$ cat src/rtl/spd_ramp_ctrl.sv
`default_nettype none
// ============================================================================
// Module   : spd_ramp_ctrl
// Brief    : Slew-rate limiter and controlled-stop sequencer for the signed
//            left/right motor speed commands.
// Revision : 1.0 - initial release
// ============================================================================
module spd_ramp_ctrl #(
    parameter int TICK_DIV  = 2048,
    parameter int STEP      = 8,
    parameter int STOP_STEP = 32,
    parameter int SPD_LIM   = 1000
) (
    input  logic               clk,
    input  logic               rst_n,
    input  logic               en,
    input  logic               stop,
    input  logic signed [10:0] lft_tgt,
    input  logic signed [10:0] rght_tgt,
    output logic signed [10:0] lft_spd,
    output logic signed [10:0] rght_spd,
    output logic               tick,
    output logic               settled,
    output logic               halted
);

    localparam int                   c_CNT_W     = (TICK_DIV > 1) ? $clog2(TICK_DIV) : 1;
    localparam logic [c_CNT_W-1:0]   c_CNT_MAX   = c_CNT_W'(TICK_DIV - 1);
    localparam logic signed [11:0]   c_LIM_P     = 12'(SPD_LIM);
    localparam logic signed [11:0]   c_LIM_N     = -c_LIM_P;
    localparam logic signed [11:0]   c_STEP      = 12'(STEP);
    localparam logic signed [11:0]   c_STOP_STEP = 12'(STOP_STEP);

    localparam logic [1:0] c_ST_IDLE     = 2'd0;
    localparam logic [1:0] c_ST_RUN      = 2'd1;
    localparam logic [1:0] c_ST_STOPPING = 2'd2;
    localparam logic [1:0] c_ST_HALT     = 2'd3;

    logic [c_CNT_W-1:0]   r_cnt;
    logic [1:0]           r_state;
    logic signed [10:0]   r_lft;
    logic signed [10:0]   r_rght;
    logic                 r_settled;
    logic                 r_halted;

    logic                 w_tick;
    logic signed [10:0]   w_tc_l;
    logic signed [10:0]   w_tc_r;
    logic [1:0]           w_pre_next;
    logic [1:0]           w_ramp_state;
    logic [1:0]           w_next_state;
    logic signed [10:0]   w_eff_l;
    logic signed [10:0]   w_eff_r;
    logic signed [11:0]   w_step;
    logic signed [10:0]   w_new_l;
    logic signed [10:0]   w_new_r;
    logic                 w_outs_zero;

    function automatic logic signed [10:0] clamp_tgt(input logic signed [10:0] t);
        logic signed [11:0] t12;
        t12 = {t[10], t};
        if (t12 > c_LIM_P)
            return c_LIM_P[10:0];
        else if (t12 < c_LIM_N)
            return c_LIM_N[10:0];
        else
            return t;
    endfunction

    // Difference is taken at 12 bits so a full-scale reversal cannot wrap.
    function automatic logic signed [10:0] ramp_to(input logic signed [10:0] cur,
                                                   input logic signed [10:0] eff,
                                                   input logic signed [11:0] s);
        logic signed [11:0] d;
        logic signed [11:0] ad;
        d  = {eff[10], eff} - {cur[10], cur};
        ad = (d < 0) ? -d : d;
        if (ad <= s)
            return eff;
        else if (d > 0)
            return cur + s[10:0];
        else
            return cur - s[10:0];
    endfunction

    assign w_tick      = (r_cnt == c_CNT_MAX);
    assign w_outs_zero = (r_lft == 11'sd0) && (r_rght == 11'sd0);

    always_comb begin
        w_tc_l     = clamp_tgt(lft_tgt);
        w_tc_r     = clamp_tgt(rght_tgt);
        w_pre_next = r_state;
        case (r_state)
            c_ST_IDLE: begin
                if (stop)
                    w_pre_next = w_outs_zero ? c_ST_HALT : c_ST_STOPPING;
                else if (en)
                    w_pre_next = c_ST_RUN;
                else
                    w_pre_next = c_ST_IDLE;
            end
            c_ST_RUN: begin
                if (stop)
                    w_pre_next = c_ST_STOPPING;
                else if (!en)
                    w_pre_next = c_ST_IDLE;
                else
                    w_pre_next = c_ST_RUN;
            end
            c_ST_STOPPING: w_pre_next = c_ST_STOPPING;
            default: begin
                if (!stop && !en)
                    w_pre_next = c_ST_IDLE;
                else
                    w_pre_next = c_ST_HALT;
            end
        endcase

        // The ramp follows the state being entered; only the final stop step
        // keeps the stopping slope, since HALT is decided after the update.
        w_ramp_state = (r_state == c_ST_STOPPING) ? c_ST_STOPPING : w_pre_next;
        w_eff_l      = (w_ramp_state == c_ST_RUN) ? w_tc_l : 11'sd0;
        w_eff_r      = (w_ramp_state == c_ST_RUN) ? w_tc_r : 11'sd0;
        w_step       = (w_ramp_state == c_ST_STOPPING) ? c_STOP_STEP : c_STEP;
        w_new_l      = ramp_to(r_lft, w_eff_l, w_step);
        w_new_r      = ramp_to(r_rght, w_eff_r, w_step);

        if (r_state == c_ST_STOPPING && w_new_l == 11'sd0 && w_new_r == 11'sd0)
            w_next_state = c_ST_HALT;
        else
            w_next_state = w_pre_next;
    end

    always_ff @(posedge clk) begin
        if (!rst_n) begin
            r_cnt     <= '0;
            r_state   <= c_ST_IDLE;
            r_lft     <= 11'sd0;
            r_rght    <= 11'sd0;
            r_settled <= 1'b1;
            r_halted  <= 1'b0;
        end else begin
            r_cnt <= w_tick ? '0 : r_cnt + 1'b1;
            if (w_tick) begin
                r_state   <= w_next_state;
                r_lft     <= w_new_l;
                r_rght    <= w_new_r;
                r_settled <= (w_new_l == w_eff_l) && (w_new_r == w_eff_r);
                r_halted  <= (w_next_state == c_ST_HALT);
            end
        end
    end

    assign lft_spd  = r_lft;
    assign rght_spd = r_rght;
    assign tick     = w_tick;
    assign settled  = r_settled;
    assign halted   = r_halted;

endmodule
`default_nettype wire

$ cat config.mk
export PLATFORM = sky130hd
export DESIGN_NAME = spd_ramp_ctrl
export DESIGN_NICKNAME = d
export VERILOG_FILES = /design/src/rtl/spd_ramp_ctrl.sv
export SDC_FILE = /design/constraint.sdc
export NUM_CORES = 1
export LEC_CHECK = 0
export BUFFER_PORTS_ARGS = -buffer_cell sky130_fd_sc_hd__buf_2
export CAP_MARGIN = 20
export CORE_MARGIN = 10
export CORE_UTILIZATION = 30
export CTS_BUF_LIST = sky130_fd_sc_hd__clkbuf_2
export CTS_CLUSTER_SIZE = 12
export DETAILED_ROUTE_END_ITERATION = 6
export HOLD_SLACK_MARGIN = 0.08
export PLACE_DENSITY = 0.52
export SETUP_SLACK_MARGIN = 0.02
export SLEW_MARGIN = 20
export SYNTH_ARGS = -nofsm -noshare
export SYNTH_HDL_FRONTEND = slang
export SYNTH_SLANG_ARGS = --single-unit
$ cat constraint.sdc
create_clock -name clk -period 8.5 [get_ports clk]
set_input_delay 2.55 -clock clk [delete_from_list [all_inputs] [get_ports clk]]
set_output_delay 2.55 -clock clk [all_outputs]
set_load 0.005 [all_outputs]
==> tab_implementation.tex <==
\begin{tabular}{lr}
\hline
Metric & Value \\
\hline
\multicolumn{2}{l}{\textbf{GRT}} \\
Aggregate global routing overflow & 0 \\
Largest net degree at the start of global routing & 35 \\
Total routing usage reported by global routing & 13.7\% \\
Number of global-route vias before repair & 4902 \\
First-pass GRT wire length & 24800 µm \\
Antenna violations before repair & 0 \\
\multicolumn{2}{l}{\textbf{CTS}} \\
Worst-skew pair later-pin latency & 0.39 ns \\
Buffer levels on the longest clock path & 2 \\
Number of clock sinks seen by CTS & 37 \\
Clock-pin slew reported for the worst setup and hold paths after clock tree synthesis & 0.22 ns \\
Inserted Clock Buffers & 5 \\
CTS tree & yes \\
CTS hold repair buffers & 0 \\
CTS H-Tree Depth & 2 \\
Cell at the root of the clock tree & sky130\_fd\_sc\_hd\_\_clkbuf\_2 \\
\multicolumn{2}{l}{\textbf{Floorplanning}} \\
Row Count & 46 \\
DIE WIDTH & 147 µm \\
Floorplan Core Area & 15800 µm² \\
Floorplan die area & 21500 µm² \\
Vertical extent of the die & 147 µm \\
Starting Density & 30.4\% \\
Count of boundary I/O pins & 51 \\
\multicolumn{2}{l}{\textbf{Synth}} \\
Number of synthesis warnings & 0 \\
Asr flop ratio synth & 0\% \\
Post-synthesis compound-gate area fraction & 25.0\% \\
Synthesized area per cell & 7.48 µm² \\
Cell types occupying the most area after synthesis & sky130\_fd\_sc\_hd\_\_dfxtp\_1 15\%, sky130\_fd\_sc\_hd\_\_ha\_1 12\%, sky130\_fd\_sc\_hd\_\_xnor2\_1 6.2\% \\
Post-synthesis share of cell area spent on and, or, nand and nor gates & 27.1\% \\
Number of distinct library cells after synthesis & 75 \\
Number of flops mapped to enable cells by yosys & 0 \\
Sequential-to-total area share from yosys stat & 15.4\% \\
Post-Synth Adder-Cell Area & 12.5\% \\
XOR/XNOR share of the synthesized area & 10.4\% \\
Post-synth top area share & 15.4\% \\
Proportion of synthesized area in mux cells & 4.75\% \\
Flop and latch count out of synthesis & 37 \\
Mapped cell area & 4820 µm² \\
Gate Count Post-Synth & 644 \\
Syn\_nets & 717 \\
Most frequently used flop master after synthesis & sky130\_fd\_sc\_hd\_\_dfxtp\_1 \\
Cell type with the highest aggregate area in the netlist & sky130\_fd\_sc\_hd\_\_dfxtp\_1 \\
Combinational family with the most area after synthesis & simple AND/OR/NAND/NOR gates \\
\multicolumn{2}{l}{\textbf{Finish}} \\
Layout overhead on the synthesized area & 18.4\% \\
Layout cell share with drive strength beyond 1 & 17.5\% \\
Final cell utilization of the core & 36.0\% \\
Number of antenna cells inserted & 0 \\
Number of nets in the final layout & 802 \\
Summed area of non-filler cells in the final layout & 5700 µm² \\
\multicolumn{2}{l}{\textbf{Flow run}} \\
Maximum capacitance violations & 0 \\
\multicolumn{2}{l}{\textbf{Placed design}} \\
Number of port buffers & 50 \\
DP HPWL & 12800 µm \\
Global placer's final weighted congestion & 0.943 \\
Placed inst area & 5600 µm² \\
\multicolumn{2}{l}{\textbf{Timing}} \\
RSZ-0062 raised after global routing & no \\
Total setup violations reported at the end of the flow & 0 \\
Fraction of the cycle the final worst path needs & 94.1\% \\
Final hold violation count & 0 \\
Final worst clock skew & 0.0284 ns \\
Final critical-path required period & 7.99 ns \\
Worst rel slew slack & 36.7\% \\
Transition at the pin with the smallest max-transition slack & 0.943 ns \\
Max Slew Vio Count & 0 \\
Fin Setup TNS & 0 ns \\
Max Clk Rate & 125 MHz \\
\multicolumn{2}{l}{\textbf{Drt}} \\
Routed length per instance & 16.3 µm \\
DRC violations left & 0 \\
Avg Vias per Cell & 5.26 \\
Via count & 4976 \\
Remaining number of nets flagged by the antenna check after routing & 0 \\
Initial detailed-routing violation count & 261 \\
Post-detailed-routing wire length & 15400 µm \\
Number of detailed-route iterations in the first pass & 4 \\
\multicolumn{2}{l}{\textbf{Setup path}} \\
Worst endpoint required time & 8.84 ns \\
Reg-to-Reg End & halted\$\_SDFFE\_PN0P\_ \\
Register-to-Register Path Depth & 26 \\
Worst reg2reg startpoint & r\_state[1]\$\_SDFFE\_PN0P\_ \\
CP Launch Point & rght\_tgt[4] \\
Category of the worst setup path capture point & register \\
Arrival time reported for the critical path endpoint & 8.33 ns \\
Flop-to-flop setup slack & 2.60 ns \\
CP max FO & 8 \\
Capture point of the worst path & halted\$\_SDFFE\_PN0P\_ \\
Classification of the worst setup path & input port to register \\
Startpoint class of the critical path & input port \\
\multicolumn{2}{l}{\textbf{Power}} \\
Worst IR drop on VDD & 0.0490 mV \\
Power Dens Cells & 117 nW/µm² \\
Leakage power summed over all cells & 2.54 nW \\
\multicolumn{2}{l}{\textbf{Status}} \\
Result of the run & finished, final reports clean \\
\multicolumn{2}{l}{\textbf{Worst hold path}} \\
Min-Delay Path Depth & 1 \\
Path class of the lowest-slack min-delay path & register to register \\
\hline
\end{tabular}
## layer usage
layer	global-route usage [%]	wire, µm
met4	3.30	247
met2	24.2	7490
met1	16.9	7180
met5	0	0
met3	2.03	456
## repair_timing
action / in CTS / in global routing
resized for setup: 0 / 7
setup buffers: 0 / 1
endpoints found under the setup margin: 0 / 4
## power breakdown
group / internal, mW / switching, mW / leakage, nW
clock: 0.0502 / 0.0629 / 0.0406
combinational: 0.166 / 0.211 / 2.20
sequential: 0.175 / 0.00129 / 0.299
total: 0.391 / 0.275 / 2.54
## cell type report
class | instances | area [µm²]
clock buffers | 6 | 30.0
flip-flops and latches | 37 | 741
inverters | 45 | 169
clock inverters | 2 | 33.8
fillers | 1707 | 10100
repair buffers | 94 | 581
well taps | 216 | 270
multi-input cells | 546 | 3880
## synth_stat cells, drive strengths merged, types with 5 or more instances
| library cell | n |
|---|---|
| nor2b | 11 |
| nand2 | 31 |
| nand3 | 18 |
| nor4 | 9 |
| xnor2 | 34 |
| a211oi | 17 |
| nand4 | 7 |
| xor2 | 23 |
| a21o | 11 |
| nor2 | 76 |
| ha | 45 |
| o21ai | 35 |
| or4 | 7 |
| a211o | 5 |
| nor3b | 8 |
| o2111ai | 5 |
| or3 | 5 |
| o211ai | 6 |
| or2 | 8 |
| o21a | 11 |
| a21oi | 41 |
| nor3 | 16 |
| o22ai | 7 |
| inv | 44 |
| dfxtp | 37 |
| mux2i | 18 |
| a31oi | 6 |
| nand2b | 16 |
| and2 | 10 |
| and3 | 8 |
| clkbuf | 13 |
## worst max-delay path, stage by stage
cell	delay, ns
sky130_fd_sc_hd__buf_2	0.12
sky130_fd_sc_hd__a211o_1	0.29
sky130_fd_sc_hd__o41ai_2	0.22
sky130_fd_sc_hd__ha_2	0.30
sky130_fd_sc_hd__nor2b_1	0.06
sky130_fd_sc_hd__o21ai_0	0.26
sky130_fd_sc_hd__inv_1	0.11
sky130_fd_sc_hd__ha_1	0.40
sky130_fd_sc_hd__inv_1	0.09
sky130_fd_sc_hd__a311oi_1	0.29
sky130_fd_sc_hd__o211ai_1	0.20
sky130_fd_sc_hd__or4_4	0.60
sky130_fd_sc_hd__nor4_2	0.34
sky130_fd_sc_hd__a31oi_2	0.20
sky130_fd_sc_hd__nor2_1	0.15
sky130_fd_sc_hd__ha_1	0.28
sky130_fd_sc_hd__nor3_1	0.21
sky130_fd_sc_hd__a211oi_1	0.10
sky130_fd_sc_hd__a21o_1	0.22
sky130_fd_sc_hd__a21o_1	0.21
sky130_fd_sc_hd__a21oi_1	0.18
sky130_fd_sc_hd__xnor2_1	0.20
sky130_fd_sc_hd__nor3b_1	0.22
sky130_fd_sc_hd__o22ai_1	0.09
sky130_fd_sc_hd__o32ai_1	0.15
sky130_fd_sc_hd__o211ai_1	0.15
sky130_fd_sc_hd__a21oi_1	0.13
## placed cells by master (no fill, tap or decap), types with 4 or more instances in the layout
cell,n
sky130_fd_sc_hd__a31oi_1,4
sky130_fd_sc_hd__nand3_1,18
sky130_fd_sc_hd__inv_1,44
sky130_fd_sc_hd__clkbuf_2,6
sky130_fd_sc_hd__o21ai_0,26
sky130_fd_sc_hd__or4_1,6
sky130_fd_sc_hd__xnor2_1,34
sky130_fd_sc_hd__buf_2,50
sky130_fd_sc_hd__o211ai_1,6
sky130_fd_sc_hd__nor2b_1,10
sky130_fd_sc_hd__o22ai_1,7
sky130_fd_sc_hd__buf_4,44
sky130_fd_sc_hd__nand2b_1,16
sky130_fd_sc_hd__dfxtp_1,37
sky130_fd_sc_hd__ha_1,44
sky130_fd_sc_hd__or3_1,5
sky130_fd_sc_hd__xor2_1,23
sky130_fd_sc_hd__nand2_1,30
sky130_fd_sc_hd__o2111ai_1,5
sky130_fd_sc_hd__a211o_1,5
sky130_fd_sc_hd__nand4_1,7
sky130_fd_sc_hd__and4_1,4
sky130_fd_sc_hd__and3_1,8
sky130_fd_sc_hd__o21ai_1,8
sky130_fd_sc_hd__mux2i_1,18
sky130_fd_sc_hd__a21o_1,11
sky130_fd_sc_hd__nor3_1,15
sky130_fd_sc_hd__nor4_1,7
sky130_fd_sc_hd__o21a_1,11
sky130_fd_sc_hd__and2_1,10
sky130_fd_sc_hd__nor2_1,76
sky130_fd_sc_hd__a21oi_1,40
sky130_fd_sc_hd__a211oi_1,16
sky130_fd_sc_hd__nor3b_1,8
## worst min-delay path by stage
stage / slack [ns] / from / end
after floorplan: 0.44 / r_cnt[0]$_SDFF_PP0_ / r_cnt[0]$_SDFF_PP0_
after global placement: 0.46 / r_cnt[0]$_SDFF_PP0_ / r_cnt[0]$_SDFF_PP0_
after detailed placement: 0.46 / r_cnt[0]$_SDFF_PP0_ / r_cnt[0]$_SDFF_PP0_
after CTS: 0.51 / r_cnt[0]$_SDFF_PP0_ / r_cnt[0]$_SDFF_PP0_
after global routing: 0.54 / r_cnt[0]$_SDFF_PP0_ / r_cnt[0]$_SDFF_PP0_
final: 0.50 / r_cnt[0]$_SDFF_PP0_ / r_cnt[0]$_SDFF_PP0_
## stage by stage
| step | setup slack, ns | total power [mW] | hold WS, ns | instances |
|---|---|---|---|---|
| floorplan | 0.306 | 0.439 | 0.438 | 644 |
| CTS | 0.484 | 0.665 | 0.507 | 945 |
| finish | 0.505 | 0.666 | 0.502 | 946 |
| global route | 0.0155 | 0.720 | 0.538 | 946 |
| global placement | 0.0972 | 0.541 | 0.459 | 937 |
| detailed placement | 0.0443 | 0.548 | 0.463 | 937 |
## sequential cells by signal (all words and copies together) (netlist names)
register	count
halted	1
lft_spd	11
r_cnt	11
rght_spd	11
settled	1
r_state	2
## cell families (layout without fill, tap and decap cells)
kind of cell / after synthesis / after routing
AOI/OAI and AO/OA: 177 / 177
xor gates and xnor gates: 57 / 57
DFF: 37 / 37
and+or+nand+nor: 243 / 243
buffers and inverters: 61 / 147
muxes: 22 / 22
adders and majority gates: 47 / 47
(Power assumes the default switching activity.)
